===== config.mk =====
export PLATFORM = sky130hd
export DESIGN_NAME = magma_arbiter
export DESIGN_NICKNAME = d
export VERILOG_FILES = /design/src/rtl/magma_arbiter.sv
export SDC_FILE = /design/constraint.sdc
export NUM_CORES = 1
export LEC_CHECK = 0
export CORE_AREA = 4 4 555 557
export CTS_BUF_LIST = sky130_fd_sc_hd__clkbuf_4 sky130_fd_sc_hd__clkbuf_8 sky130_fd_sc_hd__clkbuf_16
export DETAILED_ROUTE_END_ITERATION = 6
export DIE_AREA = 0 0 559 561
export HOLD_SLACK_MARGIN = 0.15
export PLACE_DENSITY_LB_ADDON = 0.12
export SKIP_LAST_GASP = 1
export SYNTH_ARGS = -nofsm -noshare
export SYNTH_HDL_FRONTEND = slang
export SYNTH_SLANG_ARGS = --single-unit

===== constraint.sdc =====
create_clock -name clk -period 6.7 [get_ports clk]
set_input_delay 1.005 -clock clk [delete_from_list [all_inputs] [get_ports clk]]
set_output_delay 1.005 -clock clk [all_outputs]
set_load 0.01 [all_outputs]

===== src/rtl/magma_arbiter.sv =====
// Purpose : two-requester round-robin front end for a single block-cipher core; latches the
//           granted job, pulses the core, waits for done or a timeout, returns the result.
// Latency : accept -> m_start next cycle -> rsp valid the cycle after m_done is sampled.
// Backpressure: one job in flight; requesters see ready only in IDLE, the result is held
//           until the owning requester asserts rsp ready.
// Ports   : clk/reset (async, active-low); req0_*/req1_* job inputs with valid/ready;
//           rsp0_*/rsp1_* result handshakes sharing rsp_data/rsp_err; m_* core interface;
//           busy (not IDLE) and owner (index of current or last job).
module magma_arbiter #(
    parameter int unsigned TIMEOUT = 1024
) (
    input  logic         clk,
    input  logic         reset,
    input  logic         req0_valid,
    output logic         req0_ready,
    input  logic [127:0] req0_data,
    input  logic [255:0] req0_key,
    input  logic         req0_rev,
    input  logic         req1_valid,
    output logic         req1_ready,
    input  logic [127:0] req1_data,
    input  logic [255:0] req1_key,
    input  logic         req1_rev,
    output logic         rsp0_valid,
    input  logic         rsp0_ready,
    output logic         rsp1_valid,
    input  logic         rsp1_ready,
    output logic [127:0] rsp_data,
    output logic         rsp_err,
    output logic         m_start,
    output logic [127:0] m_data_in,
    output logic [255:0] m_key,
    input  logic [127:0] m_data_out,
    input  logic         m_done,
    output logic         busy,
    output logic         owner
);

    typedef enum logic [1:0] {
        IDLE  = 2'd0,
        START = 2'd1,
        BUSY  = 2'd2,
        RESP  = 2'd3
    } state_t;

    // Abort fires on the TIMEOUT-th BUSY cycle (counter starts at 0 on entry).
    localparam logic [15:0] TO_LAST = 16'(TIMEOUT - 1);

    state_t         state_q, state_d;
    logic           last_grant_q, last_grant_d;
    logic           owner_q, owner_d;
    logic [15:0]    cnt_q, cnt_d;
    logic [127:0]   data_in_q, data_in_d;
    logic [255:0]   key_q, key_d;
    logic [127:0]   rsp_data_q, rsp_data_d;
    logic           rsp_err_q, rsp_err_d;

    logic           gnt_vld;
    logic           gnt_idx;
    logic [255:0]   sel_key;
    logic           sel_rev;
    logic [255:0]   key_ord;
    logic           rsp_fire;

    // Grant: a lone requester wins; under contention the one not served last wins.
    always_comb begin
        gnt_vld = (state_q == IDLE) && (req0_valid || req1_valid);
        gnt_idx = (req0_valid && req1_valid) ? ~last_grant_q : req1_valid;
    end

    assign req0_ready = gnt_vld && !gnt_idx;
    assign req1_ready = gnt_vld &&  gnt_idx;

    // Decrypt jobs present the key schedule words in reverse order.
    always_comb begin
        sel_key = gnt_idx ? req1_key : req0_key;
        sel_rev = gnt_idx ? req1_rev : req0_rev;
        key_ord = sel_key;
        if (sel_rev) begin
            for (int i = 0; i < 8; i++) begin
                key_ord[32*(7-i) +: 32] = sel_key[32*i +: 32];
            end
        end
    end

    assign rsp_fire = (state_q == RESP) &&
                      ((!owner_q && rsp0_ready) || (owner_q && rsp1_ready));

    always_comb begin
        state_d      = state_q;
        last_grant_d = last_grant_q;
        owner_d      = owner_q;
        cnt_d        = cnt_q;
        data_in_d    = data_in_q;
        key_d        = key_q;
        rsp_data_d   = rsp_data_q;
        rsp_err_d    = rsp_err_q;
        case (state_q)
            IDLE: begin
                if (gnt_vld) begin
                    data_in_d    = gnt_idx ? req1_data : req0_data;
                    key_d        = key_ord;
                    owner_d      = gnt_idx;
                    last_grant_d = gnt_idx;
                    state_d      = START;
                end
            end
            START: begin
                cnt_d   = '0;
                state_d = BUSY;
            end
            BUSY: begin
                // done takes priority over an abort in the same cycle
                if (m_done) begin
                    rsp_data_d = m_data_out;
                    rsp_err_d  = 1'b0;
                    state_d    = RESP;
                end else if (cnt_q == TO_LAST) begin
                    rsp_data_d = '0;
                    rsp_err_d  = 1'b1;
                    state_d    = RESP;
                end else begin
                    cnt_d = cnt_q + 16'd1;
                end
            end
            RESP: begin
                if (rsp_fire) begin
                    state_d = IDLE;
                end
            end
            default: state_d = IDLE;
        endcase
    end

    always_ff @(posedge clk or negedge reset) begin
        if (!reset) begin
            state_q      <= IDLE;
            last_grant_q <= 1'b1;
            owner_q      <= 1'b0;
            cnt_q        <= '0;
            data_in_q    <= '0;
            key_q        <= '0;
            rsp_data_q   <= '0;
            rsp_err_q    <= 1'b0;
        end else begin
            state_q      <= state_d;
            last_grant_q <= last_grant_d;
            owner_q      <= owner_d;
            cnt_q        <= cnt_d;
            data_in_q    <= data_in_d;
            key_q        <= key_d;
            rsp_data_q   <= rsp_data_d;
            rsp_err_q    <= rsp_err_d;
        end
    end

    assign m_start    = (state_q == START);
    assign busy       = (state_q != IDLE);
    assign rsp0_valid = (state_q == RESP) && !owner_q;
    assign rsp1_valid = (state_q == RESP) &&  owner_q;
    assign rsp_data   = rsp_data_q;
    assign rsp_err    = rsp_err_q;
    assign m_data_in  = data_in_q;
    assign m_key      = key_q;
    assign owner      = owner_q;

endmodule


==> results of run 1 <==
## kinds of logic (layout without fill, tap and decap cells)
group / after synthesis / after routing / synth area share
AOI/OAI and AO/OA: 542 / 542 / 0.153
adders and majority gates: 6 / 6 / 0.00292
buffers and inverters: 324 / 1750 / 0.0536
DFF: 533 / 533 / 0.519
muxes: 517 / 517 / 0.214
other: 0 / 27 / 0
and+or+nand+nor: 343 / 343 / 0.0571
## cells in the mapped netlist (all sizes together), types with 11 or more instances
| library cell | instances |
|---|---|
| inv | 134 |
| o21ai | 258 |
| nand3 | 13 |
| clkbuf | 120 |
| nand2 | 272 |
| dfrtp | 532 |
| a22o | 129 |
| nand2b | 11 |
| mux2 | 257 |
| a222oi | 128 |
| buf | 70 |
| mux2i | 260 |
## critical path: stages
cell	delay (ps)
sky130_fd_sc_hd__clkdlybuf4s50_1	650
sky130_fd_sc_hd__a21boi_4	390
sky130_fd_sc_hd__and2_4	500
sky130_fd_sc_hd__clkdlybuf4s50_1	640
## sequential cells by signal, summed over array words and instances (netlist names)
register	count
cnt_q	16
last_grant_q	1
m_data_in	128
m_key	256
owner	1
rsp_data	128
rsp_err	1
state_q	2
## worst min path at each step
stage                                         from                        end  slack, ps
after detailed placement     m_key[10]$_DFFE_PN0P_      m_key[10]$_DFFE_PN0P_        470
after floorplan           last_grant_q$_DFFE_PN1P_   last_grant_q$_DFFE_PN1P_        490
after global placement       m_key[79]$_DFFE_PN0P_      m_key[79]$_DFFE_PN0P_        460
after CTS                                    reset       cnt_q[1]$_DFFE_PN0P_        240
after global routing                         reset   rsp_data[10]$_DFFE_PN0P_        270
final                                        reset  rsp_data[105]$_DFFE_PN0P_        280
## power by group through the flow
stage               logic, W  clock network (W)  registers, W
global placement     0.00981                  0       0.00595
detailed placement   0.00980                  0       0.00595
floorplan            0.00311                  0       0.00625
finish               0.00942            0.00487       0.00586
CTS                  0.00981            0.00515       0.00593
global route          0.0102            0.00525       0.00607
## per-stage QoR
stage                     instances  area [um^2]  power (W)   util  hold WS, ps
final                          7696        47600     0.0201  0.157          275
after global routing           7672        47500     0.0215  0.157          268
after CTS                      7669        47500     0.0209  0.157          240
after detailed placement       7514        44600     0.0158  0.147          469
after global placement         7514        44600     0.0158  0.147          462
after floorplan                2265        25700    0.00936      -          492
## per-layer routing
metal,global-route usage,up-vias,share of wire
li1,-,11100,-
met1,0.127,11900,0.35
met2,0.246,1172,0.53
met3,0.0579,382,0.094
met4,0.0224,138,0.023
met5,0,-,0.0041
## area by class of cell
cell class,instances,area (um^2)
Clock inverter,20,277
Sequential cell,533,13300
Fill cell,33700,255000
Clock buffer,135,2710
Tap cell,3978,4980
Antenna cell,27,67.6
Timing Repair Buffer,1461,14700
Multi-Input combinational cell,1408,11000
Inverter,134,503
==> impl_summary.txt, run 1 <==
----------------------------------------------------
[Route]
  Total routed wirelength ... ~210 mm
  First-iteration detailed-routing DRC count ... ~1600
  Post-route antenna net violation count ... 0
  Vias ... around 25000
  Average wire per standard cell ... roughly 27 um
  Number of DRC violations after detailed routing ... 9
  First-pass detailed-route iteration total ... 7
  Via density ... roughly 3.2

[Yosys]
  Main area contributors after synthesis ... sky130_fd_sc_hd__dfrtp_1, sky130_fd_sc_hd__mux2_2, sky130_fd_sc_hd__mux2i_1
  Distinct cell type count of the synthesized netlist ... between 50 and 60
  Gate count of the mapped netlist ... between 2000 and 2500
  Yosys reg bits ... around 530
  Cell Area, Synth ... about 0.026 mm^2
  Share of flip-flops with an asynchronous set or reset after synthesis ... 1.00
  Area share of the largest cell type after synthesis ... 0.518
  Part of the Yosys area used for sequential elements ... 0.519
  Post-synthesis net count ... around 3200
  Syn. warnings ... 0
  Library cell with the largest summed area after synthesis ... sky130_fd_sc_hd__dfrtp_1
  Post-synthesis area per instance ... 11.3 um^2
  Primary FF master, synth ... sky130_fd_sc_hd__dfrtp_1
  Number of enable flip-flop cells after synthesis ... 0

[Global route]
  Largest net degree at the start of global routing ... approximately 200
  Initial antenna violation count ... 151
  Number of global-route vias before repair ... 26200
  First-pass GRT wire length ... roughly 270 mm
  Total Routing Usage GR ... 0.128
  Aggregate global routing overflow ... 0

[Clocking]
  Post-CTS Setup Repair Bufs ... 0
  CTS Hold Bufs ... 0
  Root Buffer ... sky130_fd_sc_hd__clkbuf_16
  Maximum buffer depth of the clock tree ... 4
  Total clock sinks ... 533
  Clk slew on worst S/H paths ... roughly 60 ps
  Clock tree from TritonCTS ... built
  H-tree levels ... 3
  CTS Buf Count ... 88
  CTS-repair resized insts ... 0
  Clock insertion delay at the later pin of the skew report ... about 800 ps

[Worst setup path]
  Critical path origin ... req1_valid
  Length in cells of the worst reg-to-reg path ... 8
  Capturing element type of the critical path ... output pin
  Reg-to-reg endpoint ... m_data_in[101]$_DFFE_PN0P_
  Worst setup path endpoint ... req1_ready
  Largest fanout on the critical path ... 25
  Req. time, crit path ... about 5700 ps
  Data arrival time of the worst path ... approximately 3200 ps
  Worst r2r src ... state_q[1]$_DFFE_PN0P_
  Category of the most critical setup path ... input pin to output pin
  Type of origin of the critical path ... input pin
  Reg2reg setup slack ... 3070 ps

[Place]
  Pre-CTS worst setup slack ... about 2200 ps
  DP Wirelength ... 171 mm
  Port buffer count ... between 1000 and 1500
  Gp weighted congestion ... between 0.8 and 0.9

[STA]
  Final Setup Violations ... 0
  Number of hold-slack violations in the final timing report ... 0
  Period Utilization, post-route ... 0.628
  Setup total negative slack ... 0 ps
  Post-route minimum period ... 4210 ps
  Setup clock skew after layout ... between 40 and 50 ps
  Transition time at the pin with the least slew margin ... 1060 ps
  Setup repair after global routing missed its margin ... false
  Peak clock frequency supported by timing ... 0.238 GHz
  Worst-case headroom to the max-slew limit ... 0.293
  Total count of max-transition violations in the final report ... 0
  Worst path setup slack after routing ... 2490 ps

[Cells and area]
  Fraction of final layout cells with drive strength greater than 1 ... 0.126
  Layout Area Growth over Synthesis ... 85.3%
  Most used cells in the layout excluding fill and tap cells ... sky130_fd_sc_hd__clkdlybuf4s50_1, sky130_fd_sc_hd__dfrtp_1, sky130_fd_sc_hd__nand2_1
  Most frequent standard cell in the layout excluding fill and tap cells ... sky130_fd_sc_hd__clkdlybuf4s50_1
  Total Nets Final ... 4537

[Floorplan]
  Number of cell rows ... a little over 200
  I/O pin cnt ... roughly 1400
  Die area ... between 0.3 and 0.4 mm^2
  Initial standard-cell utilization of the core ... 0.0849
  Core area ... 0.303 mm^2
  Die boundary height ... 561 um
  DIE WIDTH ... 559 um

[Power and ir drop]
  Reg power frac ... 0.291
  Net switching fraction of the power ... 0.389
  Power per cell area ... between 400 and 500 mW/mm^2
  Total leakage power ... 19.2 nW
  P_sw ... approximately 0.008 W
  Internal Pwr Total ... around 0.012 W
  Clock Power Share ... 0.242
  Peak supply drop ... slightly above 0.0002 V
  Portion of total power attributed to combinational logic ... 0.468

[Run status]
  Outcome ... finished with violations
  Failing checks ... design-rule violations

[Flow run]
  Max capacitance violation total ... 0

[Min path]
  Path class of the lowest-slack min-delay path ... input pin to asynchronous set/reset pin

----------------------------------------------------
No activity file was read; power rests on OpenSTA's default activity.
==> inputs of run 2 (changes only) <==
CORE_AREA = 4 4 559 561   (was 4 4 555 557)
DIE_AREA = 0 0 563 565   (was 0 0 559 561)
clock period = 4 ns   (was 6.7 ns; I/O delays follow)
==> impl_summary.txt, run 2 (synthesized netlist as in run 1, its figures left out) <==
----------------------------------------------------
[Power and ir drop]
  Peak supply drop ... 0.000365 V (+80%)
  Net switching fraction of the power ... 0.391 (+0.00185)
  Clock Power Share ... 0.238 (-0.004)
  P_sw ... 0.0133 W (+69%)
  Power per cell area ... 704 mW/mm^2 (+67%)
  Internal Pwr Total ... 0.0206 W (+68%)
  Total power consumption of the routed design ... 0.0339 W (+68%)
  Portion of total power attributed to combinational logic ... 0.476 (+0.008)
  Reg power frac ... 0.286 (-0.005)
  Total leakage power ... 19.4 nW (+0.96%)

[Floorplan]
  Number of cell rows ... 204 (+0.99%)
  I/O pin cnt ... 1425 (unchanged)
  Initial standard-cell utilization of the core ... 0.0835 (-0.00146)
  Die boundary height ... 565 um (+0.71%)
  Core area ... 0.308 mm^2 (+1.7%)
  DIE WIDTH ... 563 um (+0.72%)
  Die area ... 0.318 mm^2 (+1.4%)

[Flow run]
  Max capacitance violation total ... 0 (unchanged)

[Run status]
  Outcome ... finished with violations
  Failing checks ... design-rule violations

[STA]
  Post-route minimum period ... between 3000 and 4000 ps
  Period Utilization, post-route ... 0.897
  Total count of max-transition violations in the final report ... 0 (unchanged)
  Worst path setup slack after routing ... 411 ps (-2080 ps)
  Number of hold-slack violations in the final timing report ... 0 (unchanged)
  Hold Slack ... 393 ps (+118 ps)
  Worst-case headroom to the max-slew limit ... 0.265 (-0.0280)
  Final Setup Violations ... 0 (unchanged)
  Setup total negative slack ... 0 ps (unchanged)
  Peak clock frequency supported by timing ... 0.279 GHz
  Setup clock skew after layout ... 61.0 ps (+13.2 ps)
  Setup repair after global routing missed its margin ... false
  Transition time at the pin with the least slew margin ... 1100 ps (+42.1 ps)

[Global route]
  First-pass GRT wire length ... 268 mm (-1.2%)
  Largest net degree at the start of global routing ... 163 (-20%)
  Number of global-route vias before repair ... 25800 (-1.4%)
  Aggregate global routing overflow ... 0 (unchanged)
  Total Routing Usage GR ... 0.126 (-0.00245)
  Initial antenna violation count ... 149 (-1.3%)

[Clocking]
  Root Buffer ... sky130_fd_sc_hd__clkbuf_16
  Clock tree from TritonCTS ... built
  Post-CTS Setup Repair Bufs ... 0 (unchanged)
  Maximum buffer depth of the clock tree ... 4 (unchanged)
  CTS Hold Bufs ... 1 (+1)
  Clock insertion delay at the later pin of the skew report ... 790 ps (about the same)
  H-tree levels ... 3 (unchanged)
  Total clock sinks ... 533 (unchanged)
  CTS Buf Count ... 89 (+1.1%)
  Clk slew on worst S/H paths ... 60 ps (about the same)
  CTS-repair resized insts ... 0 (unchanged)

[Cells and area]
  Number of standard cells in the layout, taps in and fillers out ... 7865 (+2.2%)
  Total Nets Final ... 4570 (+0.73%)
  Fraction of final layout cells with drive strength greater than 1 ... 0.133 (+0.00724)
  Most frequent standard cell in the layout excluding fill and tap cells ... sky130_fd_sc_hd__clkdlybuf4s50_1
  Flip-flop count of the largest register, all copies and words added ... 256 (unchanged)
  Layout Area Growth over Synthesis ... 87.2%
  Most used cells in the layout excluding fill and tap cells ... sky130_fd_sc_hd__clkdlybuf4s50_1, sky130_fd_sc_hd__dfrtp_1, sky130_fd_sc_hd__nand2_1
  Fillers ... 34500 (+2.2%)

[Worst setup path]
  Capturing element type of the critical path ... output pin
  Largest fanout on the critical path ... 23 (-8.0%)
  Reg-to-reg endpoint ... rsp_data[62]$_DFFE_PN0P_
  Length in cells of the worst reg-to-reg path ... 6 (-2)
  Category of the most critical setup path ... flip-flop to output pin
  Req. time, crit path ... 3400 ps (-2290 ps)
  Type of origin of the critical path ... flip-flop
  Worst r2r src ... cnt_q[0]$_DFFE_PN0P_
  Data arrival time of the worst path ... 2990 ps (-210 ps)
  Reg2reg setup slack ... 980 ps (-2090 ps)

[Route]
  First-iteration detailed-routing DRC count ... 1587 (-1.2%)
  Post-route antenna net violation count ... 0 (unchanged)
  Average wire per standard cell ... 26.8 um (-1.3%)
  Via density ... 3.15 (-1.7%)
  First-pass detailed-route iteration total ... 7 (unchanged)
  Vias ... 24800 (+0.45%)
  Total routed wirelength ... 211 mm (+0.89%)
  Number of DRC violations after detailed routing ... 2 (-7)

[Place]
  Port buffer count ... 1424 (unchanged)
  Pre-CTS worst setup slack ... 524 ps (-1640 ps)
  Number of instances in the placed design ... 7687 (+2.3%)
  Gp weighted congestion ... 0.814 (-6.6%)
  DP Wirelength ... 174 mm (+1.9%)

[Min path]
  Path class of the lowest-slack min-delay path ... input pin to asynchronous set/reset pin

----------------------------------------------------
==> run 2: changes by cell type in the layout (fill, tap and decap cells not counted) <==
cell	before	now
sky130_fd_sc_hd__buf_4	24	46
sky130_fd_sc_hd__buf_12	13	22
sky130_fd_sc_hd__clkbuf_4	24	30
sky130_fd_sc_hd__clkbuf_8	22	17
sky130_fd_sc_hd__diode_2	27	22
sky130_fd_sc_hd__bufinv_16	5	4
sky130_fd_sc_hd__clkinv_16	1	2
sky130_fd_sc_hd__clkinv_2	8	9
sky130_fd_sc_hd__clkinv_8	1	0
sky130_fd_sc_hd__clkinvlp_4	3	2
sky130_fd_sc_hd__dlygate4sd3_1	0	1
sky130_fd_sc_hd__inv_16	0	1
sky130_fd_sc_hd__inv_6	2	1
==> run 2: worst max-delay path: stages (launching register included) <==
cell and delay, ps:
sky130_fd_sc_hd__dfrtp_1 420, sky130_fd_sc_hd__inv_1 120, sky130_fd_sc_hd__ha_1 290, sky130_fd_sc_hd__o21ai_4 140, sky130_fd_sc_hd__nor2_4 570, sky130_fd_sc_hd__clkdlybuf4s50_1 670
==> run 2: cell type report <==
class | instances | area, um^2 | area share
diodes | 22 | 55.1 | 0.00114
multi-input cells | 1408 | 11000 | 0.229
flip-flops and latches | 533 | 13300 | 0.277
clock buffers | 136 | 2690 | 0.0559
inverters | 134 | 503 | 0.0105
well taps | 4120 | 5150 | 0.107
repair buffers | 1493 | 15100 | 0.313
clock inverters | 19 | 269 | 0.00559
==> run 2: worst max-delay path by stage <==
stage	depth (start not counted)	from	slack (ps)	end
after detailed placement	8	req1_valid	520	m_key[135]$_DFFE_PN0P_
final	5	state_q[0]$_DFFE_PN0P_	410	req0_ready
after floorplan	7	req1_valid	1700	m_key[251]$_DFFE_PN0P_
after global placement	8	req1_valid	560	m_key[173]$_DFFE_PN0P_
after global routing	5	state_q[0]$_DFFE_PN0P_	170	req0_ready
after CTS	5	state_q[0]$_DFFE_PN0P_	270	req0_ready
==> run 2: stage by stage <==
step,instance area [um^2],utilization
after floorplan,25700,-
after global placement,45100,0.146
after detailed placement,45100,0.146
after CTS,48000,0.156
after global routing,48100,0.156
final,48100,0.156
==> run 2: power by group through the flow <==
stage               combinational, W  sequential, W  clock, W
finish                        0.0161        0.00970   0.00806
global route                  0.0175         0.0100   0.00866
floorplan                    0.00520         0.0105         0
CTS                           0.0168        0.00978   0.00851
detailed placement            0.0168        0.00980         0
global placement              0.0168        0.00978         0
==> run 2: metal layers <==
layer | GRT usage | vias up | routed length, um
met5 | 0 | - | 963
met4 | 0.0385 | 150 | 6770
met3 | 0.0662 | 404 | 23800
met2 | 0.227 | 1193 | 107000
met1 | 0.124 | 11800 | 72300
li1 | - | 11200 | -
